$ cat src/rtl/led_seq_pkg.sv
// led_seq_pkg: mode encoding, init patterns and speed limits for the LED sequencer
package led_seq_pkg;
  typedef enum logic [1:0] {PASS = 2'b00, CHASE = 2'b01, BLINK = 2'b10, COUNT = 2'b11} mode_t;
  localparam logic [3:0] CHASE_INIT = 4'b0001;
  localparam logic [3:0] BLINK_INIT = 4'b0000;
  localparam logic [3:0] COUNT_INIT = 4'b0000;
  localparam int SPD_W = 2;
  localparam logic [SPD_W-1:0] SPD_MAX = 2'd3;
  function automatic logic [3:0] init_pat(input logic [1:0] m);
    return m == CHASE ? CHASE_INIT : m == BLINK ? BLINK_INIT : COUNT_INIT;
  endfunction
endpackage

$ cat src/rtl/led_sequencer_if.sv
// led_sequencer_if: switch inputs and LED outputs of the Go Board I/O set
// master drives sw1..sw4 and observes led1..led4; slave is the sequencer side
interface led_sequencer_if;
  logic sw1, sw2, sw3, sw4;
  logic led1, led2, led3, led4;
  modport master(output sw1, sw2, sw3, sw4, input led1, led2, led3, led4);
  modport slave(input sw1, sw2, sw3, sw4, output led1, led2, led3, led4);
endinterface

$ cat src/rtl/sw_debounce.sv
// sw_debounce: 2-flop synchroniser, debounce and press pulse for one switch
// ports: clk, rst (async, active-high), raw (pad), stable (debounced level), press (1-cycle 0->1 pulse)
// LED_SEQ_DEBOUNCE_EN: when undefined, stable is the synchronised level and no counter is built
module sw_debounce #(
  parameter int DEBOUNCE_CYCLES = 250000
) (
  input  logic clk,
  input  logic rst,
  input  logic raw,
  output logic stable,
  output logic press
);
  logic s1, s2, prev;
  if (DEBOUNCE_CYCLES < 1) begin : g_bad
    $error("DEBOUNCE_CYCLES must be at least 1");
  end
  always_ff @(posedge clk or posedge rst)
    if (rst) {s1, s2, prev} <= '0;
    else {s1, s2, prev} <= {raw, s1, stable};
`ifdef LED_SEQ_DEBOUNCE_EN
  localparam int CW = $clog2(DEBOUNCE_CYCLES + 1);
  logic [CW-1:0] cnt;
  logic st;
  always_ff @(posedge clk or posedge rst)
    if (rst) begin
      st <= 1'b0;
      cnt <= '0;
    end else if (s2 == st) cnt <= '0;
    else if (cnt == CW'(DEBOUNCE_CYCLES - 1)) begin
      st <= s2;
      cnt <= '0;
    end else cnt <= cnt + 1'b1;
  assign stable = st;
`else
  assign stable = s2;
`endif
  assign press = stable & ~prev;
endmodule

$ cat src/rtl/led_sequencer.sv
// led_sequencer: switch-driven LED pattern generator (pass, chase, blink, binary count)
// ports: clk, rst (async, active-high), bus (led_sequencer_if.slave: sw1..sw4 in, led1..led4 out)
// LED_SEQ_DEBOUNCE_EN: selects the counter-based debounce in sw_debounce
module led_sequencer #(
  parameter int DEBOUNCE_CYCLES = 250000,
  parameter int TICK_BASE = 2500000
) (
  input logic clk,
  input logic rst,
  led_sequencer_if.slave bus
);
  import led_seq_pkg::*;
  localparam logic [1:0] M_PASS = PASS;
  localparam logic [1:0] M_CHASE = CHASE;
  localparam logic [1:0] M_BLINK = BLINK;
  localparam int TW = $clog2(TICK_BASE);
  if (TICK_BASE < 8) begin : g_bad
    $error("TICK_BASE must be at least 8");
  end
  logic [3:0] raw, st, pr, pat, pat_step, led;
  logic [1:0] mode;
  logic [SPD_W-1:0] spd, spd_nxt;
  logic paused, tick;
  logic [TW-1:0] tcnt, last;
  assign raw = {bus.sw4, bus.sw3, bus.sw2, bus.sw1};
  for (genvar i = 0; i < 4; i++) begin : g_sw
    sw_debounce #(.DEBOUNCE_CYCLES(DEBOUNCE_CYCLES)) u_db (
      .clk(clk), .rst(rst), .raw(raw[i]), .stable(st[i]), .press(pr[i])
    );
  end
  always_comb begin
    spd_nxt = pr[1] & ~pr[2] & (spd != SPD_MAX) ? spd + 1'b1 :
              pr[2] & ~pr[1] & (spd != '0) ? spd - 1'b1 : spd;
    last = TW'((TICK_BASE >> spd) - 1);
    tick = ~paused & (tcnt == last);
    pat_step = mode == M_CHASE ? {pat[2:0], pat[3]} : mode == M_BLINK ? ~pat : pat + 4'd1;
  end
  // a mode change takes priority over a coincident tick: the new init pattern loads, the step is lost
  always_ff @(posedge clk or posedge rst)
    if (rst) begin
      mode <= M_PASS;
      spd <= '0;
      paused <= 1'b0;
      tcnt <= '0;
      pat <= '0;
      led <= '0;
    end else begin
      mode <= pr[0] ? mode + 2'd1 : mode;
      spd <= spd_nxt;
      paused <= paused ^ pr[3];
      tcnt <= pr[0] | (spd_nxt != spd) | paused | pr[3] | tick ? '0 : tcnt + 1'b1;
      pat <= pr[0] ? init_pat(mode + 2'd1) : tick & (mode != M_PASS) ? pat_step : pat;
      led <= mode == M_PASS ? st : pat;
    end
  assign {bus.led4, bus.led3, bus.led2, bus.led1} = led;
endmodule

$ cat src/flat_wrapper.sv
// flat-port wrapper written by rule: the top's interface ports become plain ports
module led_sequencer_flat import led_seq_pkg::*;
#(
  parameter int DEBOUNCE_CYCLES = 250000,
  parameter int TICK_BASE = 2500000
)
  (clk, rst, bus_sw1, bus_sw2, bus_sw3, bus_sw4, bus_led1, bus_led2, bus_led3, bus_led4);
  led_sequencer_if bus_i ();
  input logic clk;
  input logic rst;
  input wire logic [$bits(bus_i.sw1)-1:0] bus_sw1;
  input wire logic [$bits(bus_i.sw2)-1:0] bus_sw2;
  input wire logic [$bits(bus_i.sw3)-1:0] bus_sw3;
  input wire logic [$bits(bus_i.sw4)-1:0] bus_sw4;
  output wire logic [$bits(bus_i.led1)-1:0] bus_led1;
  output wire logic [$bits(bus_i.led2)-1:0] bus_led2;
  output wire logic [$bits(bus_i.led3)-1:0] bus_led3;
  output wire logic [$bits(bus_i.led4)-1:0] bus_led4;
  assign bus_i.sw1 = bus_sw1;
  assign bus_i.sw2 = bus_sw2;
  assign bus_i.sw3 = bus_sw3;
  assign bus_i.sw4 = bus_sw4;
  assign bus_led1 = bus_i.led1;
  assign bus_led2 = bus_i.led2;
  assign bus_led3 = bus_i.led3;
  assign bus_led4 = bus_i.led4;
  led_sequencer #(.DEBOUNCE_CYCLES(DEBOUNCE_CYCLES), .TICK_BASE(TICK_BASE)) u_core (.clk(clk), .rst(rst), .bus(bus_i));
endmodule
$ cat config.mk
export PLATFORM = sky130hd
export DESIGN_NAME = led_sequencer_flat
export DESIGN_NICKNAME = d
export VERILOG_FILES = /design/src/rtl/led_seq_pkg.sv /design/src/rtl/led_sequencer_if.sv /design/src/rtl/sw_debounce.sv /design/src/rtl/led_sequencer.sv /design/src/flat_wrapper.sv
export SDC_FILE = /design/constraint.sdc
export NUM_CORES = 1
export LEC_CHECK = 0
export CAP_MARGIN = 20
export CELL_PAD_IN_SITES_DETAIL_PLACEMENT = 0
export CELL_PAD_IN_SITES_GLOBAL_PLACEMENT = 1
export CORE_ASPECT_RATIO = 0.5
export CORE_MARGIN = 2
export CORE_UTILIZATION = 40
export DETAILED_ROUTE_END_ITERATION = 6
export PLACE_DENSITY_LB_ADDON = 0.05
export SYNTH_ARGS = -nofsm -noshare
export SYNTH_HDL_FRONTEND = slang
export SYNTH_HIERARCHICAL = 1
export SYNTH_SLANG_ARGS = --single-unit
export TNS_END_PERCENT = 30
$ cat constraint.sdc
create_clock -name clk -period 4.1 [get_ports clk]
set_input_delay 1.23 -clock clk [delete_from_list [all_inputs] [get_ports clk]]
set_output_delay 1.23 -clock clk [all_outputs]
set_load 0.02 [all_outputs]
# Word level (Yosys, flattened, before mapping)
# Index checks and enable logic that the tools add are counted.
[totals]
regBits = 47
input_bits = 6
out_inout_bits = 4
elab_cells = 67
[classes]
addsub = 6
eq_ne = 6
n_shift = 1
mux = 9
bitwise = 23
reduce_logical = 4
[op_table]
columns = ["op", "count"]
rows = [
  ["22-bit by 1-bit adder with 22-bit output (second input constant)", 1],
  ["22-bit equality test", 1],
  ["22-bit two-way mux", 1],
  ["22-bit by 2-bit >> shifter with 22-bit output (first input constant)", 1],
  ["22-bit by 2-bit subtractor with 22-bit output (second input constant)", 1],
  ["4-bit two-way mux", 5],
  ["1-bit AND", 10],
  ["1-bit NOT", 7],
  ["2-bit nonzero test", 3],
  ["2-bit by 1-bit adder with 2-bit output (second input constant)", 2],
  ["4-bit by 1-bit adder with 4-bit output (second input constant)", 1],
  ["2-bit by 1-bit equality test with 1-bit output (second input constant)", 2],
  ["2-bit two-way mux", 2],
  ["4-bit NOT", 1],
  ["1-bit OR", 4],
  ["2-bit equality test (second input constant)", 1],
  ["2-bit logical NOT", 1],
  ["2-bit != test", 1],
  ["2-bit != test (second input constant)", 1],
  ["2-bit by 1-bit subtractor with 2-bit output (second input constant)", 1],
  ["1-bit two-way mux", 1],
  ["1-bit bitwise XOR", 1],
]

# Depth between registers and ports, before layout
# Gate-level depths: netlist of run 1.
[depth]
word_depth = 13
mapped_depth = 10
depth_no_buf = 9

# Cells and area by module
# Netlist of run 1, hierarchy kept.
[modules_own_cells]
columns = ["mod", "instances", "cells_each", "area_per_inst_um2", "seq_area_each_um2"]
rows = [
  ["led_sequencer", 1, 229, 2169.6, 875.8],
  ["sw_debounce", 4, 5, 92.6, 75.1],
]

# Least setup slack after synthesis of run 1
# Ideal clock, no wire load.
[synth_path]
path_type = "register to register"
startpoint = "register u_core.spd[0]"
endpoint = "register u_core.pat[2]"
setup_time_ps = 78
arrival_ps = 2312
t_required_ps = 4022
path_slack_ps = 1710
stages_incl_launch_ff = 10
path_buffers = 0
synth_period_minus_slack_ps = 2390
cell_sequence = "dfrtp_1 -> inv_1 -> ha_1 -> inv_1 -> ha_1 -> xnor2_1 -> nor4_1 -> nand3_2 -> or4_1 -> a21oi_1"
[synth_between]
elab_chain_len = 6
[synth_lines]
columns = ["item", "line_no", "source"]
rows = [
  ["start: declaration", "led_sequencer.sv:22", "logic [SPD_W-1:0] spd, spd_nxt;"],
  ["start signal: assignment", "led_sequencer.sv:49", "spd <= spd_nxt;"],
  ["22-bit by 2-bit >> shifter with 22-bit output", "led_sequencer.sv:34", "last = TW'((TICK_BASE >> spd) - 1);"],
  ["22-bit by 2-bit subtractor with 22-bit output", "led_sequencer.sv:34", ""],
  ["22-bit equality test", "led_sequencer.sv:35", "tick = ~paused & (tcnt == last);"],
  ["1-bit AND", "led_sequencer.sv:35", ""],
  ["1-bit AND", "led_sequencer.sv:52", "pat <= pr[0] ? init_pat(mode + 2'd1) : tick & (mode != M_PASS) ? pat_step : pat;"],
  ["2-bit nonzero test (no source line)", "--", ""],
  ["end signal: assignment", "led_sequencer.sv:52", ""],
  ["end: declaration", "led_sequencer.sv:20", "logic [3:0] raw, st, pr, pat, pat_step, led;"],
]
# No other way between the ends.
# A chain may end at the register's enable or synchronous reset.

# Final worst setup path of run 1
[layout_path]
startpoint = "register u_core.spd[0]"
endpoint = "register u_core.pat[1]"
# The elaborated chain is that of the path after synthesis.

==> flow_summary_export.csv, run 1 <==
group,metric,value,unit
timing,hold_slack,0.348,ns
floorplan,die_width,117,um
global_routing,grt_max_degree,35,
detailed_routing,first_pass_iters,4,
clock_tree,clkLatencyLatePin,0.29,ns
detailed_routing,finalWirelength,5040,um
timing,tns,0,ns
hold_path,min_path_cells,0,
floorplan,rows,20,
logic_synthesis,synth_area_leaders,"dfrtp_1 46%, ha_1 6.9%, xor2_1 6.9%",
critical_path,r2r_start,"u_core/spd[0]$_DFF_PP0_",
logic_synthesis,synth_nets,269,
critical_path,cp_slowest_cell,"or4_1",
clock_tree,cts_resized,0,
critical_path,critPathKind,"register to register",
floorplan,io_pins,10,
hold_path,hold_path_end,"u_core/g_sw[3].u_db/stable$_DFF_PP0_",
clock_tree,htree_levels,2,
logic_synthesis,syn_area,0.00254,mm^2
timing,grt_setup_unrepaired,"false",
logic_synthesis,synth_cell_types,45,
final_layout,nets,278,
clock_tree,cts_tree,"done",
logic_synthesis,syn_area_per_cell,10.2,um^2
clock_tree,cts_max_path_buffers,2,
hold_path,hp-start,"u_core/g_sw[3].u_db/s1$_DFF_PP0_",
critical_path,r2r_setup_slack,1.50,ns
final_layout,area_growth,13.3,%
floorplan,initial_core_util,41.6,%
detailed_routing,routedWlPerCell,14.5,um
timing,fin_crit_sh,63.5,%
critical_path,r2r_end,"u_core/pat[1]$_DFFE_PP0P_",
detailed_routing,antenna_left,0,
placed_design,dpl_cell_area,0.00271,mm^2
power_and_ir_drop,vdd_drop_max,0.282,mV
clock_tree,cts_root_buf,"clkbuf_16",
detailed_routing,drc,0,
detailed_routing,dr_total_vias,1755,
timing,fmax,384,MHz
floorplan,coreArea,0.00611,mm^2
power_and_ir_drop,p_per_area,544,mW/mm^2
placed_design,dp_hpwl,3600,um
clock_tree,hold_buffers,0,
global_routing,grt_pass1_wl,8680,um
timing,period_needed,2.60,ns
timing,drv_slew,0,
detailed_routing,drt_iter0_markers,86,
power_and_ir_drop,p_leak,1.23,nW
logic_synthesis,synth_top_area_cell,"dfrtp_1",
timing,setup_viol,0,
clock_tree,clk_pin_slew,0.06,ns
critical_path,reg2reg_depth,9,
floorplan,die_area,0.00704,mm^2
timing,fin_worst_skew,0.00492,ns
critical_path,cp-end-kind,"register",
critical_path,cp_max_fo,9,
placed_design,place_ws,1.49,ns
timing,worst_pin_slew,0.812,ns
critical_path,start_kind,"register",
detailed_routing,viasPerCell,5.06,
critical_path,critPathMaxStageDelay,0.56,ns
clock_tree,cts_made_buffers,5,
logic_synthesis,synth_top_area_share,46.3,%
floorplan,die_y,60.3,um
placed_design,finalWeightedCongestion,0.800,
timing,hold_violations,0,
critical_path,worstPathArrival,2.81,ns
final_layout,drive_gt1_share,9.27,%
global_routing,grt.total_usage,16.7,%
logic_synthesis,ys.flop_type,"dfrtp_1",
logic_synthesis,synthArstFlopShare,100,%
flow_run,cap_violations,0,
final_layout,antenna-diode-count,0,
logic_synthesis,ys_seq_area_share,46.3,%
global_routing,antenna_found_initial,0,
logic_synthesis,synthCells,249,
clock_tree,clock-sinks,47,
hold_path,min_path_type,"register to register",
global_routing,gr-total-overflow,0,
critical_path,required,4.31,ns
logic_synthesis,synth-edff-count,0,
logic_synthesis,synth-seq-cells,47,
timing,worst_slack,1.50,ns
logic_synthesis,ys_warn_count,6,
critical_path,crit_chain,"inv_1 > ha_1 > inv_1 > ha_1 > xnor2_1 > nor4_1 > nand3_2 > or4_1 > a21oi_1",
clock_tree,post-cts-setup-buffers,0,
timing,slew_headroom,45.3,%
final_layout,finalInstanceArea,0.00288,mm^2
global_routing,grt_pass1_vias,1680,
placed_design,portBuffers,9,
status,status,"finished, final reports clean",
-- cell type report --
cell class                 instances  area [um^2]
fill                             609         3230
multi-input combinational        178         1260
sequential                        47         1180
clock buffer                       5          125
tap                               88          110
timing repair buffer              11          105
inverter                          15         56.3
clock inverter                     3         43.8
-- routing by layer --
layer  share of wire [%]  vias up  GRT usage, %
li1                    -      880             -
met1                  53      837          24.0
met2                  42       30          24.1
met3                 4.5        8          5.39
met4                 1.4        0          5.55
met5                   0        -             0
-- synth_stat cells (4+ instances only) --
cell	n
dfrtp_1	47
o21ai_0	4
nand2_1	13
inv_1	15
nor2b_4	4
xnor2_1	10
nor3_1	9
xor2_1	20
a21oi_1	5
nand4_1	6
nand3b_1	4
mux2_2	5
nor4_1	7
clkbuf_1	5
nor2_1	30
nand3_1	11
ha_1	14
-- power by group --
part	switching (mW)	internal (mW)	leakage, nW
Sequential	0.0552	0.517	0.612
Clock	0.176	0.287	0.0838
Combinational	0.292	0.238	0.532
-- worst max-delay path: cells and delay by family (launching register included) --
family	cells	cell delay, ns
DFF	1	0.45
adders and majority gates	2	0.53
and+or+nand+nor	3	1.02
xor gates and xnor gates	1	0.12
buffers and inverters	2	0.25
AOI/OAI and AO/OA	1	0.15
-- metrics by stage --
step	std cells	total power [mW]	utilization [%]
after global placement	339	1.11	44.4
after detailed placement	339	1.12	44.4
final	347	1.56	47.2
after global routing	347	1.69	47.2
after CTS	347	1.60	47.2
after floorplan	249	0.983	-
-- cell families (layout without fill, tap and decap cells) --
kind of cell    after synthesis  after routing  share of synthesized area, %
simple gates                101            101                          21.6
flops                        47             47                          46.3
xor+xnor                     31             31                          11.2
compound gates               27             27                          7.73
buf+inv                      24             34                          3.99
fa+ha+maj                    14             14                          6.90
mux                           5              5                          2.22
-- sequential cells by signal, summed over array words and instances (netlist names), 2 cells and up --
signal / flops
u_core/tcnt: 22
u_core/g_sw.u_db/s1: 4
u_core/led: 4
u_core/pat: 4
u_core/g_sw.u_db/stable: 4
u_core/spd: 2
u_core/mode: 2
u_core/g_sw.u_db/prev: 4
-- worst max path at each step --
stage                                      endpoint                     from  slack, ns  cells past startpoint
after detailed placement  u_core/tcnt[18]$_DFF_PP0_  u_core/spd[0]$_DFF_PP0_       1.49                     10
after global placement    u_core/pat[3]$_DFFE_PP0P_  u_core/spd[0]$_DFF_PP0_       1.55                      9
after global routing      u_core/tcnt[21]$_DFF_PP0_  u_core/spd[0]$_DFF_PP0_       1.28                     10
final                     u_core/pat[1]$_DFFE_PP0P_  u_core/spd[0]$_DFF_PP0_       1.50                      9
after CTS                 u_core/pat[1]$_DFFE_PP0P_  u_core/spd[0]$_DFF_PP0_       1.48                      9
after floorplan           u_core/pat[2]$_DFFE_PP0P_  u_core/spd[0]$_DFF_PP0_       1.71                      9
-- layout by cell type, fill, tap and decap left out, types with 6 or more instances in the layout --
cell type        instances
dfrtp_1                 47
nor4_1                   7
nor3_1                   9
nand2_1                 13
inv_1                   15
nand4_1                  6
nand3_1                 11
xor2_1                  20
nor2_1                  30
clkdlybuf4s50_1          9
xnor2_1                 10
ha_1                    14
Note: power is estimated with default switching activity, not from simulation.
==> inputs of run 2 (changes only) <==
Clock period 4.1 ns to 2.1 ns, I/O delays scaled along.
==> run 2 against run 1 <==
Compared with the run above:
- the flow now finishes with violations (negative setup slack)
- register-to-register slack worse by 1.7 ns
- sequential share of layout area down 5.7 points
- via count is 11% higher
- clock-buffer cell count is the same
- critical endpoint unchanged
- worst hold slack gained 0.014 ns
- total power up 140%
- clock power rose by 80%
- largest cell class unchanged
==> flow_summary_export.csv, run 2 (same netlist as run 1, synthesis figures left out) <==
group,metric,value,unit
clock_tree,cts_tree,"done",
critical_path,start_kind,"register",
detailed_routing,antenna_left,0,
timing,fin_worst_skew,0.00504,ns
detailed_routing,top_layer,"met4",
critical_path,cp_max_fo,5,
final_layout,multiInputGateArea,0.00143,mm^2
placed_design,portBuffers,9,
placed_design,dp_hpwl,4030,um
timing,period_needed,2.33,ns
power_and_ir_drop,p_per_area,1110,mW/mm^2
final_layout,num-fill-cells,561,
detailed_routing,drc,0,
clock_tree,htree_levels,2,
global_routing,grt_pass1_wl,9670,um
placed_design,finalWeightedCongestion,0.785,
clock_tree,cts_max_path_buffers,2,
global_routing,gr-total-overflow,0,
final_layout,seqCellArea,0.00118,mm^2
critical_path,critPathKind,"register to register",
clock_tree,cts_made_buffers,5,
clock_tree,clock-sinks,47,
detailed_routing,finalWirelength,5640,um
detailed_routing,met2WireLength,2510,um
floorplan,die_area,0.00704,mm^2
flow_run,cap_violations,0,
final_layout,final_cell_mix,"45 x dfrtp_1, 30 x nor2_1, 28 x buf_4, 20 x xor2_1, 13 x nand2_1",
critical_path,cp-end-kind,"register",
detailed_routing,viasPerCell,5.08,
final_layout,final_common_cell,"dfrtp_1",
timing,worst_slack,-0.229,ns
timing,worst_pin_slew,0.407,ns
power_and_ir_drop,p_leak,1.41,nW
critical_path,required,2.33,ns
clock_tree,hold_buffers,0,
detailed_routing,met1_length,2900,um
critical_path,critPathCapture,"u_core/pat[1]$_DFFE_PP0P_",
status,status,"finished, violations left",
detailed_routing,first_pass_iters,4,
critical_path,worstPathArrival,2.56,ns
critical_path,r2r_setup_slack,-0.23,ns
timing,setup_viol,26,
global_routing,antenna_found_initial,0,
timing,fin_crit_sh,111,%
power_and_ir_drop,vdd_drop_max,0.547,mV
critical_path,startpoint,"u_core/spd[1]$_DFF_PP0_",
floorplan,die_y,60.3,um
timing,grt_setup_unrepaired,"true",
critical_path,r2r_start,"u_core/spd[1]$_DFF_PP0_",
timing,drv_slew,0,
final_layout,area_growth,31.9,%
hold_path,min_path_type,"register to register",
final_layout,drive_gt1_share,27.9,%
floorplan,die_width,117,um
global_routing,grt_pass1_vias,1957,
critical_path,r2r_end,"u_core/pat[1]$_DFFE_PP0P_",
final_layout,largest_reg_flops,22,
clock_tree,cts_root_buf,"clkbuf_16",
timing,tns,-4.59,ns
final_layout,antenna-diode-count,0,
detailed_routing,routed-wl-met3,177,um
final_layout,regMostFlops,"u_core/tcnt",
global_routing,grt_max_degree,23,
critical_path,reg2reg_depth,10,
floorplan,coreArea,0.00611,mm^2
detailed_routing,routedWlPerCell,14.8,um
floorplan,rows,20,
clock_tree,clk_pin_slew,0.07,ns
final_layout,nets,313,
floorplan,io_pins,10,
clock_tree,clkLatencyLatePin,0.30,ns
floorplan,initial_core_util,41.6,%
placed_design,place_ws,-0.352,ns
timing,fmax,429,MHz
global_routing,grt.total_usage,18.4,%
detailed_routing,drt_iter0_markers,63,
status,violations,"negative setup slack",
timing,hold_violations,0,
detailed_routing,dr_total_vias,1941,
timing,slew_headroom,72.9,%
[run 2: worst min path at each step]
stage                     slack (ns)                              from  depth (start not counted)                                    to
after global placement          0.33  u_core/g_sw[3].u_db/s1$_DFF_PP0_                          0  u_core/g_sw[3].u_db/stable$_DFF_PP0_
after detailed placement        0.34  u_core/g_sw[1].u_db/s1$_DFF_PP0_                          0  u_core/g_sw[1].u_db/stable$_DFF_PP0_
after CTS                       0.37  u_core/g_sw[3].u_db/s1$_DFF_PP0_                          0  u_core/g_sw[3].u_db/stable$_DFF_PP0_
after global routing            0.36  u_core/g_sw[3].u_db/s1$_DFF_PP0_                          0  u_core/g_sw[3].u_db/stable$_DFF_PP0_
final                           0.36  u_core/g_sw[3].u_db/s1$_DFF_PP0_                          0  u_core/g_sw[3].u_db/stable$_DFF_PP0_
after floorplan                 0.33  u_core/g_sw[0].u_db/s1$_DFF_PP0_                          0  u_core/g_sw[0].u_db/stable$_DFF_PP0_
[run 2: report_power, final]
| group | switching [mW] | total (mW) | internal [mW] |
|---|---|---|---|
| Combinational | 0.834 | 1.75 | 0.921 |
| Sequential | 0.108 | 1.12 | 1.01 |
| Clock | 0.380 | 0.833 | 0.453 |
| Total | 1.32 | 3.71 | 2.39 |
[run 2: area by class of cell]
type,instances,area share [%]
inverter,15,1.91
clock buffer,5,3.74
clock inverter,3,0.784
multi-input combinational,179,42.7
sequential,47,35.2
timing repair buffer,45,12.4
tap,88,3.29
[run 2: critical path, stage by stage, from the launching register on]
cell     delay (ns)
dfrtp_2        0.46
buf_6          0.14
ha_4           0.16
inv_4          0.05
ha_4           0.20
xnor2_2        0.13
nor4_2         0.16
buf_4          0.18
nand3_4        0.11
or4_4          0.52
a21oi_2        0.14
[run 2: metal layers]
layer / global-route usage [%] / vias up
li1: - / 955
met1: 25.7 / 953
met2: 28.7 / 28
met3: 4.90 / 5
met4: 5.55 / 0
met5: 0 / -
[run 2: through the flow]
step           cell area, um^2  util (%)  hold WS, ns  instances  power, mW
2_1_floorplan             2600         -        0.331        249       2.02
3_3_place_gp              2990      48.9        0.333        364       2.50
3_5_place_dp              2990      48.9        0.338        364       2.53
4_1_cts                   3290      53.9        0.365        381       3.65
5_1_grt                   3350      54.9        0.365        382       3.94
6_report                  3350      54.9        0.362        382       3.71
[run 2: timing repair]
action	in CTS	in global routing
pin swaps	11	4
setup buffers	8	1
gates resized for setup	17	12
setup endpoints to repair	26	26
cloned	1	0
